**config.mk**
```make
export PLATFORM = sky130hd
export DESIGN_NAME = issue_scheduler_flat
export DESIGN_NICKNAME = d
export VERILOG_FILES = /design/src/rtl/issue_scheduler_if.sv /design/src/rtl/issue_scheduler.sv /design/src/flat_wrapper.sv
export SDC_FILE = /design/constraint.sdc
export NUM_CORES = 1
export LEC_CHECK = 0
export ABC_AREA = 1
export ABC_CLOCK_PERIOD_IN_PS = 5460
export BUFFER_PORTS_ARGS = -buffer_cell sky130_fd_sc_hd__buf_2
export CAP_MARGIN = 15
export CORE_UTILIZATION = 40
export DETAILED_ROUTE_END_ITERATION = 12
export GPL_ROUTABILITY_DRIVEN = 0
export GPL_TIMING_DRIVEN = 0
export PLACE_DENSITY = 0.72
export SKIP_LAST_GASP = 1
export SLEW_MARGIN = 5
export SYNTH_ARGS = -nofsm -noshare
export SYNTH_HDL_FRONTEND = slang
export SYNTH_SLANG_ARGS = --single-unit
```
**constraint.sdc**
```tcl
create_clock -name clk -period 5.46 [get_ports clk]
set_input_delay 0.546 -clock clk [delete_from_list [all_inputs] [get_ports clk]]
set_output_delay 0.546 -clock clk [all_outputs]
set_load 0.03 [all_outputs]
```
**src/rtl/issue_scheduler_if.sv**
```systemverilog
// rtl/issue_scheduler_if.sv - window, writeback, branch and issue signal bundle for issue_scheduler
interface issue_scheduler_if #(
    parameter int NUM_ENTRIES = 4
);
    logic [NUM_ENTRIES-1:0]         win_vld;
    logic [4*NUM_ENTRIES-1:0]       win_des;
    logic [4*NUM_ENTRIES-1:0]       win_s1;
    logic [4*NUM_ENTRIES-1:0]       win_s2;
    logic [4*NUM_ENTRIES-1:0]       win_op;
    logic                           ex_ready;
    logic                           wb_vld0;
    logic                           wb_vld1;
    logic [3:0]                     wb_reg0;
    logic [3:0]                     wb_reg1;
    logic                           br_resolve;
    logic                           br_mispredict;
    logic                           iss_vld0;
    logic                           iss_vld1;
    logic [$clog2(NUM_ENTRIES)-1:0] iss_idx0;
    logic [$clog2(NUM_ENTRIES)-1:0] iss_idx1;
    logic [NUM_ENTRIES-1:0]         win_pop;
    logic                           flush;
    logic                           stall;
    logic [15:0]                    busy_vec;

    modport master (
        output win_vld, win_des, win_s1, win_s2, win_op, ex_ready,
               wb_vld0, wb_vld1, wb_reg0, wb_reg1, br_resolve, br_mispredict,
        input  iss_vld0, iss_vld1, iss_idx0, iss_idx1, win_pop, flush, stall, busy_vec
    );

    modport slave (
        input  win_vld, win_des, win_s1, win_s2, win_op, ex_ready,
               wb_vld0, wb_vld1, wb_reg0, wb_reg1, br_resolve, br_mispredict,
        output iss_vld0, iss_vld1, iss_idx0, iss_idx1, win_pop, flush, stall, busy_vec
    );
endinterface

```
**src/rtl/issue_scheduler.sv**
```systemverilog
// rtl/issue_scheduler.sv - dual-slot issue select with busy scoreboard and branch hold (dual issue under ISSUE_DUAL_EN)
module issue_scheduler #(
    parameter int         NUM_ENTRIES = 4,
    parameter logic [3:0] BR_OP       = 4'hE
) (
    input  logic             clk,
    input  logic             rst,
    issue_scheduler_if.slave bus
);
    localparam int IDX_W = $clog2(NUM_ENTRIES);

    typedef enum logic [1:0] {RUN = 2'd0, BR_WAIT = 2'd1, FLUSH = 2'd2} state_t;

    state_t                 state;
    state_t                 state_nxt;
    logic [15:0]            busy;
    logic [15:0]            busy_nxt;
    logic [3:0]             des [NUM_ENTRIES];
    logic [3:0]             s1  [NUM_ENTRIES];
    logic [3:0]             s2  [NUM_ENTRIES];
    logic [3:0]             op  [NUM_ENTRIES];
    logic [NUM_ENTRIES-1:0] ready;
    logic [NUM_ENTRIES-1:0] haz [NUM_ENTRIES];
    logic                   sel0;
    logic                   sel1;
    logic [IDX_W-1:0]       idx0;
    logic [IDX_W-1:0]       idx1;
    logic                   issue_en;
    logic                   iss0;
    logic                   iss1;
    logic [NUM_ENTRIES-1:0] pop;

    function automatic logic reg_busy(input logic [15:0] b, input logic [3:0] r);
        return (r != 4'd0) && b[r];
    endfunction

    function automatic logic [NUM_ENTRIES-1:0] older_mask(input int i);
        return NUM_ENTRIES'((1 << i) - 1);
    endfunction

    // Unpack window fields; haz[i][j] flags valid entry j writing a register entry i touches
    always_comb begin
        des   = '{default: '0};
        s1    = '{default: '0};
        s2    = '{default: '0};
        op    = '{default: '0};
        haz   = '{default: '0};
        ready = '0;
        for (int i = 0; i < NUM_ENTRIES; i++) begin
            des[i]   = bus.win_des[4*i +: 4];
            s1[i]    = bus.win_s1[4*i +: 4];
            s2[i]    = bus.win_s2[4*i +: 4];
            op[i]    = bus.win_op[4*i +: 4];
            ready[i] = bus.win_vld[i] && !reg_busy(busy, s1[i]) &&
                       !reg_busy(busy, s2[i]) && !reg_busy(busy, des[i]);
        end
        for (int i = 0; i < NUM_ENTRIES; i++) begin
            for (int j = 0; j < NUM_ENTRIES; j++) begin
                haz[i][j] = bus.win_vld[j] && (des[j] != 4'd0) &&
                            ((des[j] == s1[i]) || (des[j] == s2[i]) || (des[j] == des[i]));
            end
        end
    end

    // Slot 0: oldest ready entry that no older (necessarily unissued) entry writes into
    always_comb begin
        sel0 = 1'b0;
        idx0 = '0;
        for (int i = 0; i < NUM_ENTRIES; i++) begin
            if (!sel0 && ready[i] && ((haz[i] & older_mask(i)) == '0)) begin
                sel0 = 1'b1;
                idx0 = IDX_W'(i);
            end
        end
    end

`ifdef ISSUE_DUAL_EN
    // Slot 1: next ready entry above slot 0, independent of slot 0 and of other older unissued writers
    always_comb begin
        sel1 = 1'b0;
        idx1 = '0;
        for (int k = 0; k < NUM_ENTRIES; k++) begin
            if (!sel1 && sel0 && (k > int'(idx0)) && ready[k] &&
                ((haz[k] & older_mask(k) & ~(NUM_ENTRIES'(1) << idx0)) == '0) &&
                ((s1[k] == 4'd0) || (s1[k] != des[idx0])) &&
                ((s2[k] == 4'd0) || (s2[k] != des[idx0])) &&
                (des[k] != des[idx0]) &&
                (op[idx0] != BR_OP) && (op[k] != BR_OP)) begin
                sel1 = 1'b1;
                idx1 = IDX_W'(k);
            end
        end
    end
`else
    assign sel1 = 1'b0;
    assign idx1 = '0;
`endif

    assign issue_en = !rst && (state == RUN) && bus.ex_ready;
    assign iss0     = issue_en && sel0;
    assign iss1     = iss0 && sel1;

    // Pop mask is the union of the issued slot indices
    always_comb begin
        pop = '0;
        if (iss0) pop[idx0] = 1'b1;
        if (iss1) pop[idx1] = 1'b1;
    end

    assign bus.iss_vld0 = iss0;
    assign bus.iss_vld1 = iss1;
    assign bus.iss_idx0 = iss0 ? idx0 : '0;
    assign bus.iss_idx1 = iss1 ? idx1 : '0;
    assign bus.win_pop  = pop;
    assign bus.flush    = !rst && (state == FLUSH);
    assign bus.stall    = !rst && (|bus.win_vld) && !iss0;
    assign bus.busy_vec = busy;

    // Scoreboard next value: writebacks clear first so a same-cycle issue set wins
    always_comb begin
        busy_nxt = busy;
        if (bus.wb_vld0) busy_nxt[bus.wb_reg0] = 1'b0;
        if (bus.wb_vld1) busy_nxt[bus.wb_reg1] = 1'b0;
        if (iss0) busy_nxt[des[idx0]] = 1'b1;
        if (iss1) busy_nxt[des[idx1]] = 1'b1;
        busy_nxt[0] = 1'b0;
    end

    // Branch hold FSM: wait for resolution after a branch issues, flush one cycle on mispredict
    always_comb begin
        state_nxt = state;
        case (state)
            RUN:     if (iss0 && (op[idx0] == BR_OP)) state_nxt = BR_WAIT;
            BR_WAIT: if (bus.br_resolve) state_nxt = bus.br_mispredict ? FLUSH : RUN;
            FLUSH:   state_nxt = RUN;
            default: state_nxt = RUN;
        endcase
    end

    // State and scoreboard registers; flush keeps the scoreboard since writebacks are still in flight
    always_ff @(posedge clk) begin
        if (rst) begin
            state <= RUN;
            busy  <= '0;
        end else begin
            state <= state_nxt;
            busy  <= busy_nxt;
        end
    end
endmodule

```
**src/flat_wrapper.sv**
```systemverilog
// flat-port wrapper written by rule: the top's interface ports become plain ports
module issue_scheduler_flat 
#(
    parameter int         NUM_ENTRIES = 4,
    parameter logic [3:0] BR_OP       = 4'hE
)
  (clk, rst, bus_win_vld, bus_win_des, bus_win_s1, bus_win_s2, bus_win_op, bus_ex_ready, bus_wb_vld0, bus_wb_vld1, bus_wb_reg0, bus_wb_reg1, bus_br_resolve, bus_br_mispredict, bus_iss_vld0, bus_iss_vld1, bus_iss_idx0, bus_iss_idx1, bus_win_pop, bus_flush, bus_stall, bus_busy_vec);
  issue_scheduler_if #(.NUM_ENTRIES(NUM_ENTRIES)) bus_i ();
  input  logic clk;
  input  logic rst;
  input wire logic [$bits(bus_i.win_vld)-1:0] bus_win_vld;
  input wire logic [$bits(bus_i.win_des)-1:0] bus_win_des;
  input wire logic [$bits(bus_i.win_s1)-1:0] bus_win_s1;
  input wire logic [$bits(bus_i.win_s2)-1:0] bus_win_s2;
  input wire logic [$bits(bus_i.win_op)-1:0] bus_win_op;
  input wire logic [$bits(bus_i.ex_ready)-1:0] bus_ex_ready;
  input wire logic [$bits(bus_i.wb_vld0)-1:0] bus_wb_vld0;
  input wire logic [$bits(bus_i.wb_vld1)-1:0] bus_wb_vld1;
  input wire logic [$bits(bus_i.wb_reg0)-1:0] bus_wb_reg0;
  input wire logic [$bits(bus_i.wb_reg1)-1:0] bus_wb_reg1;
  input wire logic [$bits(bus_i.br_resolve)-1:0] bus_br_resolve;
  input wire logic [$bits(bus_i.br_mispredict)-1:0] bus_br_mispredict;
  output wire logic [$bits(bus_i.iss_vld0)-1:0] bus_iss_vld0;
  output wire logic [$bits(bus_i.iss_vld1)-1:0] bus_iss_vld1;
  output wire logic [$bits(bus_i.iss_idx0)-1:0] bus_iss_idx0;
  output wire logic [$bits(bus_i.iss_idx1)-1:0] bus_iss_idx1;
  output wire logic [$bits(bus_i.win_pop)-1:0] bus_win_pop;
  output wire logic [$bits(bus_i.flush)-1:0] bus_flush;
  output wire logic [$bits(bus_i.stall)-1:0] bus_stall;
  output wire logic [$bits(bus_i.busy_vec)-1:0] bus_busy_vec;
  assign bus_i.win_vld = bus_win_vld;
  assign bus_i.win_des = bus_win_des;
  assign bus_i.win_s1 = bus_win_s1;
  assign bus_i.win_s2 = bus_win_s2;
  assign bus_i.win_op = bus_win_op;
  assign bus_i.ex_ready = bus_ex_ready;
  assign bus_i.wb_vld0 = bus_wb_vld0;
  assign bus_i.wb_vld1 = bus_wb_vld1;
  assign bus_i.wb_reg0 = bus_wb_reg0;
  assign bus_i.wb_reg1 = bus_wb_reg1;
  assign bus_i.br_resolve = bus_br_resolve;
  assign bus_i.br_mispredict = bus_br_mispredict;
  assign bus_iss_vld0 = bus_i.iss_vld0;
  assign bus_iss_vld1 = bus_i.iss_vld1;
  assign bus_iss_idx0 = bus_i.iss_idx0;
  assign bus_iss_idx1 = bus_i.iss_idx1;
  assign bus_win_pop = bus_i.win_pop;
  assign bus_flush = bus_i.flush;
  assign bus_stall = bus_i.stall;
  assign bus_busy_vec = bus_i.busy_vec;
  issue_scheduler #(.NUM_ENTRIES(NUM_ENTRIES), .BR_OP(BR_OP)) u_core (.clk(clk), .rst(rst), .bus(bus_i));
endmodule
```
==> flow_summary.json, run 1 <==
{
  "cts_resized": 0,
  "crit_path_max_incr_delay_ns": 0.46,
  "fin_cells": 1035,
  "syn_area_per_cell_sq_um": 5.612,
  "grt_max_degree": 12,
  "vdd.ir_drop.worst_v": 0.00009983,
  "max_cap_viol_count": 0,
  "rsz0062_at_grt": "false",
  "cts_buffers": 3,
  "finalSetupTns_ns": 0,
  "status": "complete, no violations",
  "arrival_ns": 2.91,
  "core_sq_um": 10890,
  "yosys_warnings": 0,
  "worstMarginPinSlew_ns": 0.7327,
  "dp_hpwl_mm": 12.60,
  "grtUsageTotal_pct": 29.09,
  "p_total_uw": 673.6,
  "power_density_nw_per_um2": 130.4,
  "synth_seq_cells": 17,
  "clk_latency_ns": 0.25,
  "cts_tree": "built",
  "diodes": 0,
  "drive_above_1_share_pct": 24.13,
  "layout.cells.most_common_list": "nand2_1, buf_2, nand3_1",
  "max_freq_mhz": 289.5,
  "drt-vias-per-instance": 5.560,
  "slew_violations": 0,
  "first_global_vias": 4985,
  "hold_viol": 0,
  "clkTransAtPathRegs_ns": 0.07,
  "seq_area_frac_synth_pct": 7.589,
  "die_x_microns": 107.9,
  "gr-total-overflow": 0,
  "synth_edf_count": 0,
  "cp_num_buf_inv": 7,
  "layout.nets": 979,
  "die_h_microns": 107.9,
  "cpMostUsedCell": "inv_1",
  "cts.sinks": 17,
  "floorplan.die_area_sq_um": 11640,
  "io_buffers": 89,
  "rows": 38,
  "area_growth_pct": 15.18,
  "crit_type": "reg -> out",
  "p_leak_nw": 2.543,
  "period_needed_ns": 3.454,
  "num_vias": 5755,
  "dp_cells": 1031,
  "dr.first_iter.drc_count": 772,
  "synthesis.area_sq_um": 4484,
  "setup_ws_ns": 2.006,
  "start_util_pct": 41.19,
  "cts-root-buf": "clkbuf_8",
  "crit_required_ns": 4.91,
  "fin_crit_sh_pct": 63.26,
  "slew_headroom_pct": 51.16,
  "ant_nets": 0,
  "setup_viol": 0,
  "hold_path_class": "in -> reg",
  "clock_path_buffers": 2,
  "syn_inst": 799,
  "layout_commonest_cell": "nand2_1",
  "synth_cell_types": 39,
  "start_kind": "register",
  "skew_ns": 0.004288,
  "dp_slack_ns": 2.274,
  "holdBufCountCts": 0,
  "wl_per_cell_microns": 16.54,
  "path_delay_family": "simple AND/OR/NAND/NOR gates",
  "boundaryPins": 111,
  "critPathSlowestCell": "dfxtp_1",
  "drc": 0,
  "antenna_found_initial": 0,
  "critPathCaptureType": "primary output",
  "htreeDepth": 1,
  "grt_pass1_wl_mm": 26.08,
  "critPathMaxFanout": 8,
  "wl_mm": 17.11,
  "synth_ff_type": "dfxtp_1",
  "fin_util_pct": 47.44,
  "crit_chain": "inv_1, nand2_1, nand3_1, nand2_1, nor2_1, nor2_1, nor2_1, nand2_1, inv_1, nand2_2, nor2_2, inv_1, nand2_2, inv_2, a21oi_4, inv_1, nor2_1, nand2_1, inv_1, buf_2",
  "async_reset_ff_share_pct": 0,
  "postCtsSetupBuffers": 0,
  "firstDrtPassIters": 7
}
## sequential cells by signal, summed over array words and instances (netlist names)
signal,cells
u_core.state,2
u_core.bus.busy_vec,15
## where the power goes
group	switching (mW)	internal (mW)	total, mW
registers	0.00607	0.127	0.133
logic	0.286	0.158	0.444
clock network	0.0455	0.0514	0.0969
## worst paths after layout
kind	start	to	slack (ns)	depth (start not counted)
min	bus_br_resolve	u_core.state[0]	0.50	2
max	u_core.bus.busy_vec[6]	bus_win_pop[1]	2.01	20
max reg2reg	u_core.bus.busy_vec[6]	u_core.bus.busy_vec[2]	2.60	17
min reg2reg	u_core.state[0]	u_core.state[1]	0.51	2
## layer usage
metal / wire length, microns / part of all wire [%] / vias up / global-route usage [%]
li1: - / - / 2831 / -
met1: 7039 / 41 / 2504 / 39.67
met2: 7432 / 43 / 367 / 45.38
met3: 2014 / 12 / 53 / 4.419
met4: 627 / 3.7 / 0 / 11.64
met5: 0 / 0 / - / 0
## cell usage after synthesis, types with 12 or more instances
master    count  area [sq um]
a21oi_1      72         360.4
a21oi_2      19         166.4
buf_2        15         75.07
buf_4        14         105.1
buf_6        15         168.9
dfxtp_1      17         340.3
inv_1        76         285.3
inv_2        14         52.55
nand2_1     189         709.4
nand2_2      12         75.07
nand3_1      96         480.5
nand3_2      12         120.1
nor2_1       55         206.5
o211ai_1     16         120.1
o21ai_0      55         275.3
xnor2_1      24         210.2
xor2_1       25         219.0
## metrics by stage
step	hold slack, ns	area, sq um
2_1_floorplan	0.4674	4496
6_report	0.4973	5165
3_5_place_dp	0.5006	5116
5_1_grt	0.5000	5165
4_1_cts	0.4982	5165
3_3_place_gp	0.4978	5116
## layout make-up
cell class | instances | area, sq um
flip-flops and latches | 17 | 340.3
well taps | 140 | 175.2
clock buffers | 3 | 41.29
plain buffers | 52 | 394.1
repair buffers | 89 | 445.4
fillers | 1198 | 5723
clock inverters | 1 | 7.507
multi-input cells | 640 | 3410
inverters | 93 | 351.6
## cells by family (layout without fill, tap and decap cells)
kind of cell / after synthesis / in the layout / share of synthesized area, %
simple gates: 399 / 399 / 41.35
compound gates: 188 / 188 / 24.78
buf+inv: 145 / 238 / 16.63
xor+xnor: 49 / 49 / 9.570
flops: 17 / 17 / 7.589
other cells: 1 / 4 / 0.08363
(Power assumes the default switching activity.)
==> run 2, diff against run 1 <==
--- a/config.mk
+++ b/config.mk
@@ -6,14 +6,14 @@
 export NUM_CORES = 1
 export LEC_CHECK = 0
 export ABC_AREA = 1
-export ABC_CLOCK_PERIOD_IN_PS = 5460
+export ABC_CLOCK_PERIOD_IN_PS = 3000
 export BUFFER_PORTS_ARGS = -buffer_cell sky130_fd_sc_hd__buf_2
 export CAP_MARGIN = 15
 export CORE_UTILIZATION = 40
 export DETAILED_ROUTE_END_ITERATION = 12
 export GPL_ROUTABILITY_DRIVEN = 0
 export GPL_TIMING_DRIVEN = 0
-export PLACE_DENSITY = 0.72
+export PLACE_DENSITY = 0.74
 export SKIP_LAST_GASP = 1
 export SLEW_MARGIN = 5
 export SYNTH_ARGS = -nofsm -noshare
==> constraint.sdc (replaced) <==
create_clock -name clk -period 3 [get_ports clk]
set_input_delay 0.3 -clock clk [delete_from_list [all_inputs] [get_ports clk]]
set_output_delay 0.3 -clock clk [all_outputs]
set_load 0.03 [all_outputs]
==> flow_summary.json, run 2 (synthesis results as in run 1) <==
{
  "cts_buffers": 3,
  "skew_ns": 0.002933,
  "hold_viol": 0,
  "crit_path_max_incr_delay_ns": 0.44,
  "fin_crit_sh_pct": 94.68,
  "dp_hpwl_mm": 12.57,
  "p_sw_share_pct": 49.65,
  "gr-total-overflow": 0,
  "grt_pass1_wl_mm": 26.60,
  "pwr-share-clk_pct": 13.8,
  "critPathCaptureType": "primary output",
  "hold_path_class": "in -> reg",
  "p_total_mw": 1.224,
  "cp_num_buf_inv": 4,
  "rows": 38,
  "core_sq_um": 10890,
  "max_freq_mhz": 352.1,
  "p_leak_nw": 2.561,
  "die_h_microns": 107.9,
  "drive_above_1_share_pct": 25.78,
  "finalSetupTns_ns": 0,
  "htreeDepth": 1,
  "start_util_pct": 41.19,
  "grt_max_degree": 14,
  "p_sw_uw": 607.9,
  "die_x_microns": 107.9,
  "cpMostUsedCell": "nand2_2",
  "critPathMaxFanout": 10,
  "io_buffers": 89,
  "worstMarginPinSlew_ns": 0.6764,
  "drt-vias-per-instance": 5.668,
  "holdBufCountCts": 0,
  "clk_latency_ns": 0.25,
  "crit_chain": "clkinvlp_4, a21oi_1, o21ai_0, nand3_1, o211ai_1, nand2_1, nor2_1, nand2_2, nand2_2, inv_4, nand2_2, buf_6, nor3_1, buf_4",
  "clkTransAtPathRegs_ns": 0.06,
  "cts-root-buf": "clkbuf_8",
  "vdd.ir_drop.worst_v": 0.0002452,
  "layout.cells.most_common_list": "nand2_1, buf_2, nand3_1",
  "hold_slack_ns": 0.2420,
  "seq_area_sq_um": 350.3,
  "boundaryPins": 111,
  "largest_reg_flops": 15,
  "comb_power_share_pct": 66.2,
  "num_vias": 5872,
  "drc": 0,
  "path_delay_family": "simple AND/OR/NAND/NOR gates",
  "first_global_vias": 5221,
  "diodes": 0,
  "cts_tree": "built",
  "layout.nets": 980,
  "area_growth_pct": 16.18,
  "cts.sinks": 17,
  "crit_required_ns": 2.70,
  "crit_type": "reg -> out",
  "start_kind": "register",
  "clock_path_buffers": 2,
  "wl_per_cell_microns": 16.58,
  "grtUsageTotal_pct": 29.30,
  "antenna_found_initial": 0,
  "intPower_uw": 616.6,
  "status": "complete, no violations",
  "slew_headroom_pct": 54.90,
  "floorplan.die_area_sq_um": 11640,
  "arrival_ns": 2.54,
  "power_density_nw_per_um2": 235.0,
  "layout_commonest_cell": "nand2_1",
  "firstDrtPassIters": 5,
  "nFillCells": 1223,
  "ant_nets": 0,
  "wl_mm": 17.18,
  "critPathSlowestCell": "dfxtp_4",
  "max_cap_viol_count": 0,
  "dr.first_iter.drc_count": 637,
  "period_needed_ns": 2.840,
  "pwr-share-seq_pct": 19.9,
  "slew_violations": 0,
  "setup_viol": 0,
  "multi_input_area_sq_um": 3412
}
-- run 2: cell types whose count changed in the layout (fill, tap and decap cells not counted), sizes merged --
cell      delta
inv          -2
clkinvlp     +1
buf          +2
-- run 2: what timing repair did --
| action | CTS | global route |
|---|---|---|
| setup endpoints to repair | 5 | 7 |
| buffers inserted | 0 | 2 |
| pin swaps | 0 | 1 |
| cloned | 0 | 0 |
| gates resized for setup | 5 | 17 |
-- run 2: layer usage --
layer	track usage, %	up-vias	routed length (microns)
met5	0	-	0
met4	13.21	0	752
met3	2.906	73	1955
met2	45.97	379	7413
met1	40.13	2600	7054
li1	-	2820	-
-- run 2: cell type report --
class,count,area share (%)
Multi-Input combinational cell,640,65.49
Timing Repair Buffer,91,8.934
Buffer,51,7.685
Inverter,93,6.940
Sequential cell,17,6.724
Tap cell,140,3.362
Clock buffer,4,0.8646
-- run 2: stage by stage --
step / worst slack, ns / instances / cell area (sq um) / utilization, %
floorplan: 0.06007 / 802 / 4498 / -
global placement: 0.1867 / 1031 / 5119 / 47.01
detailed placement: 0.1916 / 1031 / 5119 / 47.01
CTS: 0.01069 / 1034 / 5170 / 47.48
global route: -0.01062 / 1036 / 5210 / 47.85
finish: 0.1596 / 1036 / 5210 / 47.85
-- run 2: worst reg2reg max path, delay by kind of cell, from the launching register on --
family | cells | cell delay, ns
and+or+nand+nor | 16 | 1.52
AOI/OAI and AO/OA | 1 | 0.12
buffers and inverters | 3 | 0.45
DFF | 1 | 0.40
-- run 2: path summary, 6_finish.rpt --
path	start	to	slack, ns	cells past startpoint
setup / recovery	u_core.bus.busy_vec[6]	bus_win_pop[2]	0.16	14
hold / removal	bus_br_resolve	u_core.state[0]	0.24	2
setup reg to reg	u_core.bus.busy_vec[7]	u_core.bus.busy_vec[4]	0.43	20
hold reg to reg	u_core.state[0]	u_core.state[1]	0.51	2
-- run 2: power groups by stage --
stage          Sequential [mW]  Clock, mW  Combinational, mW
6_report                 0.244      0.169              0.811
5_1_grt                  0.244      0.181              0.890
4_1_cts                  0.243      0.167              0.792
3_5_place_dp             0.247          0              0.789
3_3_place_gp             0.247          0              0.783
2_1_floorplan            0.251          0              0.580
